==> src/rtl/axis_rx_pkt_rr_arb.sv <==
// Packet-granular round-robin merge of NUM_PORTS AXI-Stream rx lanes onto one
// core-ingress stream, with oversize truncation and per-port packet counters.
module axis_rx_pkt_rr_arb #(
  parameter int NUM_PORTS = 3,
  parameter int DATA_W    = 64,
  parameter int KEEP_W    = DATA_W / 8,
  parameter int MAX_BEATS = 256,
  parameter int CNT_W     = 16,
  localparam int GW       = $clog2(NUM_PORTS),
  localparam int BW       = (MAX_BEATS > 1) ? $clog2(MAX_BEATS) : 1
) (
  input  logic                          clk,
  input  logic                          rst,
  input  logic [NUM_PORTS*DATA_W-1:0]   s_axis_tdata,
  input  logic [NUM_PORTS*KEEP_W-1:0]   s_axis_tkeep,
  input  logic [NUM_PORTS-1:0]          s_axis_tlast,
  input  logic [NUM_PORTS-1:0]          s_axis_tvalid,
  output logic [NUM_PORTS-1:0]          s_axis_tready,
  output logic [DATA_W-1:0]             m_axis_tdata,
  output logic [KEEP_W-1:0]             m_axis_tkeep,
  output logic                          m_axis_tlast,
  output logic                          m_axis_tvalid,
  input  logic                          m_axis_tready,
  input  logic [NUM_PORTS-1:0]          port_en,
  input  logic                          cnt_clr,
  output logic [GW-1:0]                 grant_id,
  output logic                          busy,
  output logic                          trunc_pulse,
  output logic [NUM_PORTS*CNT_W-1:0]    pkt_cnt
);

  typedef enum logic [1:0] {
    IDLE = 2'd0,
    PASS = 2'd1,
    DROP = 2'd2
  } state_t;

  state_t               state, state_nx;
  logic [GW-1:0]        grant, grant_nx;
  logic [BW-1:0]        beat_cnt, beat_cnt_nx;
  logic                 trunc_q, trunc_nx;
  logic [CNT_W-1:0]     cnt [NUM_PORTS];

  logic [NUM_PORTS-1:0] req;
  logic [NUM_PORTS-1:0] grant_oh;
  logic [NUM_PORTS-1:0] done;
  logic [GW-1:0]        rr_pick;
  logic                 rr_hit;

  logic [DATA_W-1:0]    sel_data;
  logic [KEEP_W-1:0]    sel_keep;
  logic                 sel_last;
  logic                 sel_valid;
  logic                 at_limit;

  logic [NUM_PORTS-1:0] s_ready_c;
  logic [DATA_W-1:0]    m_data_c;
  logic [KEEP_W-1:0]    m_keep_c;
  logic                 m_last_c;
  logic                 m_valid_c;

  assign req      = s_axis_tvalid & port_en;
  assign rr_hit   = |req;
  assign grant_oh = NUM_PORTS'(1) << grant;
  assign at_limit = (beat_cnt == BW'(MAX_BEATS - 1));

  // Granted-port mux.
  always_comb begin
    sel_data  = '0;
    sel_keep  = '0;
    sel_last  = 1'b0;
    sel_valid = 1'b0;
    for (int unsigned i = 0; i < NUM_PORTS; i++) begin
      if (grant == GW'(i)) begin
        sel_data  = s_axis_tdata[i*DATA_W +: DATA_W];
        sel_keep  = s_axis_tkeep[i*KEEP_W +: KEEP_W];
        sel_last  = s_axis_tlast[i];
        sel_valid = s_axis_tvalid[i];
      end
    end
  end

  // Round-robin pick: the requester at the smallest forward distance from the
  // last grant wins (distance NUM_PORTS means the last grantee itself).
  always_comb begin
    int unsigned g;
    int unsigned d;
    int unsigned best;
    g       = 32'(grant);
    best    = NUM_PORTS + 1;
    d       = 0;
    rr_pick = grant;
    for (int unsigned i = 0; i < NUM_PORTS; i++) begin
      d = (i > g) ? (i - g) : (i + NUM_PORTS - g);
      if (req[i] && (d < best)) begin
        best    = d;
        rr_pick = GW'(i);
      end
    end
  end

  always_comb begin
    state_nx    = state;
    grant_nx    = grant;
    beat_cnt_nx = beat_cnt;
    trunc_nx    = 1'b0;
    done        = '0;
    s_ready_c   = '0;
    m_data_c    = '0;
    m_keep_c    = '0;
    m_last_c    = 1'b0;
    m_valid_c   = 1'b0;
    case (state)
      IDLE: begin
        if (rr_hit) begin
          grant_nx    = rr_pick;
          beat_cnt_nx = '0;
          state_nx    = PASS;
        end
      end
      PASS: begin
        m_data_c  = sel_data;
        m_keep_c  = sel_keep;
        m_valid_c = sel_valid;
        m_last_c  = sel_last | at_limit;
        s_ready_c = grant_oh & {NUM_PORTS{m_axis_tready}};
        if (sel_valid && m_axis_tready) begin
          beat_cnt_nx = beat_cnt + BW'(1);
          if (sel_last) begin
            done     = grant_oh;
            state_nx = IDLE;
          end else if (at_limit) begin
            done     = grant_oh;
            trunc_nx = 1'b1;
            state_nx = DROP;
          end
        end
      end
      DROP: begin
        s_ready_c = grant_oh;
        if (sel_valid && sel_last) begin
          state_nx = IDLE;
        end
      end
      default: state_nx = IDLE;
    endcase
  end

  always_ff @(posedge clk) begin
    if (rst) begin
      state    <= IDLE;
      grant    <= GW'(NUM_PORTS - 1);
      beat_cnt <= '0;
      trunc_q  <= 1'b0;
    end else begin
      state    <= state_nx;
      grant    <= grant_nx;
      beat_cnt <= beat_cnt_nx;
      trunc_q  <= trunc_nx;
    end
  end

  // Clear wins over a same-cycle completion; counts stick at all-ones.
  always_ff @(posedge clk) begin
    if (rst || cnt_clr) begin
      for (int unsigned i = 0; i < NUM_PORTS; i++) begin
        cnt[i] <= '0;
      end
    end else begin
      for (int unsigned i = 0; i < NUM_PORTS; i++) begin
        if (done[i] && (cnt[i] != '1)) begin
          cnt[i] <= cnt[i] + CNT_W'(1);
        end
      end
    end
  end

  // Outputs are forced to their reset values for the whole time rst is high,
  // including the cycle before the synchronous reset has taken effect.
  assign s_axis_tready = rst ? '0 : s_ready_c;
  assign m_axis_tdata  = rst ? '0 : m_data_c;
  assign m_axis_tkeep  = rst ? '0 : m_keep_c;
  assign m_axis_tlast  = m_last_c & ~rst;
  assign m_axis_tvalid = m_valid_c & ~rst;
  assign grant_id      = rst ? GW'(NUM_PORTS - 1) : grant;
  assign busy          = (state != IDLE) & ~rst;
  assign trunc_pulse   = trunc_q & ~rst;

  for (genvar i = 0; i < NUM_PORTS; i++) begin : g_cnt
    assign pkt_cnt[i*CNT_W +: CNT_W] = rst ? '0 : cnt[i];
  end

endmodule
==> config.mk <==
export PLATFORM = sky130hd
export DESIGN_NAME = axis_rx_pkt_rr_arb
export DESIGN_NICKNAME = d
export VERILOG_FILES = /design/src/rtl/axis_rx_pkt_rr_arb.sv
export SDC_FILE = /design/constraint.sdc
export NUM_CORES = 1
export LEC_CHECK = 0
export ABC_AREA = 1
export CAP_MARGIN = 40
export CORE_AREA = 2 2 140 142
export CTS_CLUSTER_SIZE = 20
export DETAILED_ROUTE_END_ITERATION = 7
export DIE_AREA = 0 0 142 144
export GPL_TIMING_DRIVEN = 0
export PLACE_DENSITY = 0.67
export SETUP_SLACK_MARGIN = 0.02
export SYNTH_ARGS = -nofsm -noshare
export SYNTH_HDL_FRONTEND = slang
export SYNTH_SLANG_ARGS = --single-unit
==> constraint.sdc <==
create_clock -name clk -period 4.1 [get_ports clk]
set_input_delay 0.82 -clock clk [delete_from_list [all_inputs] [get_ports clk]]
set_output_delay 0.82 -clock clk [all_outputs]
set_load 0.05 [all_outputs]
==> impl_metrics.sql, run 1 <==
INSERT INTO impl_metrics (metric_group, metric, value, unit) VALUES
('outcome', 'outcome', 'finished clean', ''),
('yosys', 'post_synth_instance_area', '5690', 'sq um'),
('pwr', 'pwr_density', '346', 'nW/um^2'),
('finish', 'syn2layout_area_growth', '71.7', '%'),
('placed_design', 'place.gp.congestion', '0.962', ''),
('clock_network', 'number_of_hold_repair_buffers_added_at_the_cts_stage', '0', ''),
('placed_design', 'dp_hpwl', '22200', 'microns'),
('grt', 'grt_start_max_net_pins', '18', ''),
('pwr', 'overall_power_after_layout', '3.38', 'mW'),
('sta', 'timing.final.hold_violations', '0', ''),
('setup_path', 'critical_path.max_fanout', '10', ''),
('setup_path', 'worst_setup_path_start_kind', 'primary input', ''),
('sta', 'setup_viol', '0', ''),
('yosys', 'yosys.cell_types.count', '35', ''),
('finish', 'num-fill-cells', '1920', ''),
('yosys', 'synth_area_per_cell', '6.37', 'sq um'),
('finish', 'final_net_count', '1506', ''),
('drt', 'detail_route.wl_per_cell', '17.8', 'microns'),
('placed_design', 'numPortBuffers', '357', ''),
('clock_network', 'tritoncts', 'built', ''),
('sta', 'finalWorstPathRequiredPeriod', '3.98', 'ns'),
('setup_path', 'critical_path_arrival', '3.16', 'ns'),
('yosys', 'count_of_flip_flops_with_a_built_in_enable_after_synthesis', '48', ''),
('setup_path', 'cp_cell_sequence', 'clkdlybuf4s50_1 -> clkbuf_2 -> nor2_4 -> clkbuf_1 -> o21ai_0 -> a21oi_1 -> dlygate4sd2_1', ''),
('flow_run', 'timing.max_cap.violations', '0', ''),
('floorplan', 'fp.dieH', '144', 'microns'),
('yosys', 'synthTopCellsByCount', 'nand2_1 (201), a21oi_1 (160), inv_1 (120)', ''),
('yosys', 'post_synthesis_cells', '894', ''),
('setup_path', 'timing.critical_path.to_type', 'primary output', ''),
('pwr', 'p_leak', '4.40', 'nW'),
('drt', 'drt-pass1-iter-count', '5', ''),
('clock_network', 'clk_root_buffer_cell', 'clkbuf_16', ''),
('pwr', 'irDropWorstVdd', '200', 'uV'),
('yosys', 'syn_nets', '1139', ''),
('yosys', 'library_cell_with_the_highest_instance_count_after_synthesis', 'nand2_1', ''),
('clock_network', 'ctsLongestPathBuffers', '2', ''),
('clock_network', 'cts-buffers-inserted', '9', ''),
('drt', 'drt_iter0_markers', '510', ''),
('drt', 'routed_via_density', '4.89', ''),
('clock_network', 'tritoncts_num_sinks', '61', ''),
('drt', 'postRouteAntennaNets', '0', ''),
('sta', 'tightest_slew', '0.733', 'ns'),
('yosys', 'yosys_most_used_dff', 'edfxtp_1', ''),
('yosys', 'netlist.area_leader.share', '0.253', ''),
('floorplan', 'die_area', '20400', 'sq um'),
('clock_network', 'cts_setup_buffers', '0', ''),
('drt', 'remaining_drc_errors', '0', ''),
('yosys', 'post_synthesis_sequential_area_ratio', '0.299', ''),
('floorplan', 'die-width', '142', 'microns'),
('grt', 'antenna_found_initial', '7', ''),
('grt', 'gr-total-overflow', '0', ''),
('setup_path', 'timing.setup.critical_path_class', 'primary input to primary output', ''),
('yosys', 'ys_async_sr_fraction', '0', ''),
('sta', 'slew_violations', '0', ''),
('drt', 'routed-wl-met2', '12800', 'microns'),
('grt', 'global_route_wire_length_before_repair', '39700', 'microns'),
('grt', 'groute.usage.overall', '0.257', ''),
('yosys', 'netlist.top_cell.by_area', 'edfxtp_1', ''),
('sta', 'layout_worst_path_cycle_share', '0.970', ''),
('floorplan', 'core.rowCount', '51', ''),
('clock_network', 'h-tree-depth', '3', ''),
('drt', 'routed_wl', '26900', 'microns'),
('drt', 'routed-via-count', '7384', ''),
('yosys', 'ys_warn_count', '0', ''),
('sta', 'rsz0062_at_grt', 'true', ''),
('setup_path', 'cpPeakStageDelay', '0.55', 'ns'),
('sta', 'fmax', '251', 'MHz'),
('floorplan', 'pin_count', '358', ''),
('clock_network', 'worst_setup_hold_path_clk_slew', '0.05', 'ns'),
('setup_path', 'cpMaxStageDelayCell', 'dlygate4sd2_1', ''),
('sta', 'timing.max_slew.rel_slack', '0.510', '');
[logic make-up after synthesis]
logic type | synth area share
compound gates | 0.220
xor+xnor | 0.0492
fa+ha+maj | 0.0352
buf+inv | 0.123
flops | 0.299
simple gates | 0.273
[state kept, by name, summed over array words and instances, names as in the netlist]
name,count
beat_cnt,8
cnt,48
grant,2
state,2
trunc_q,1
[path summary, 6_finish.rpt]
check | end | slack, ns | depth (start not counted) | start
max reg2reg | cnt[0][21] | 1.25 | 11 | grant[1]
max | m_axis_tdata[39] | 0.12 | 7 | rst
min reg2reg | beat_cnt[4] | 0.49 | 2 | beat_cnt[4]
min | beat_cnt[4] | 0.49 | 2 | beat_cnt[4]
[worst max-delay path: cells and delay by family]
kind / cells / cell delay [ns]
AND/OR/NAND/NOR: 1 / 0.39
AO/OA/AOI/OAI: 2 / 0.36
buffers and inverters: 4 / 1.58
[placed cells by master (no fill, tap or decap), types with 2 or more instances in the layout]
cell type	count
buf_2	2
bufinv_16	2
or2_2	5
nand2_1	201
dlygate4sd2_1	47
buf_6	3
clkbuf_16	9
a21oi_1	160
o21ai_0	77
ha_1	16
nand4_1	9
dfxtp_1	13
clkbuf_1	37
clkinv_2	2
nand3_2	4
nor4_1	4
inv_2	7
xor2_1	31
clkdlybuf4s15_2	5
nor3_2	5
nor2_1	78
nand3_1	31
edfxtp_1	48
clkinv_1	3
nor2_2	4
diode_2	5
clkdlybuf4s15_1	5
clkdlybuf4s50_1	287
inv_1	120
nor3_1	16
buf_1	3
clkbuf_2	18
o21ai_2	2
[final cells by class]
type | count | area (sq um) | share of cell area
antenna | 5 | 12.5 | 0.00128
buffer | 50 | 223 | 0.0228
clock buffer | 10 | 229 | 0.0234
clock inverter | 6 | 77.6 | 0.00794
inverter | 128 | 480 | 0.0492
multi-input combinational | 654 | 3300 | 0.337
sequential | 61 | 1700 | 0.174
tap | 238 | 298 | 0.0305
timing repair buffer | 357 | 3460 | 0.354
[through the flow]
stage	utilization	setup TNS [ns]	setup WS [ns]	cells	cell area, sq um
3_3_place_gp	0.501	-33.61	-0.746	1489	9570
6_report	0.512	0	0.122	1509	9770
2_1_floorplan	-	0	0.904	894	5690
4_1_cts	0.514	0	0.0518	1504	9800
5_1_grt	0.512	-0.00468	-0.00468	1507	9770
3_5_place_dp	0.501	-32.96	-0.730	1489	9570
[power by group]
| part | switching [mW] | internal (mW) | total, mW |
|---|---|---|---|
| Clock | 0.271 | 0.525 | 0.796 |
| Combinational | 1.26 | 0.588 | 1.84 |
| Sequential | 0.0329 | 0.707 | 0.740 |
| Total | 1.56 | 1.82 | 3.38 |
[repair_timing]
item | in CTS | in global routing
resized for setup | 86 | 33
cloned | 0 | 0
endpoints found under the setup margin | 85 | 32
pin swaps | 1 | 1
[layer usage]
metal	global-route usage	vias to the layer above
li1	-	3657
met3	0.0828	40
met4	0.0716	6
met1	0.322	3352
met5	0	-
met2	0.424	329
(Power assumes the default switching activity.)
==> run 2, diff against run 1 <==
--- a/config.mk
+++ b/config.mk
@@ -6,9 +6,9 @@
 export NUM_CORES = 1
 export LEC_CHECK = 0
 export ABC_AREA = 1
+export ABC_CLOCK_PERIOD_IN_PS = 4100
 export CAP_MARGIN = 40
 export CORE_AREA = 2 2 140 142
-export CTS_CLUSTER_SIZE = 20
 export DETAILED_ROUTE_END_ITERATION = 7
 export DIE_AREA = 0 0 142 144
 export GPL_TIMING_DRIVEN = 0
==> results of run 2 <==
Same layout as run 1: the final DEF is identical, and so are final timing and power.
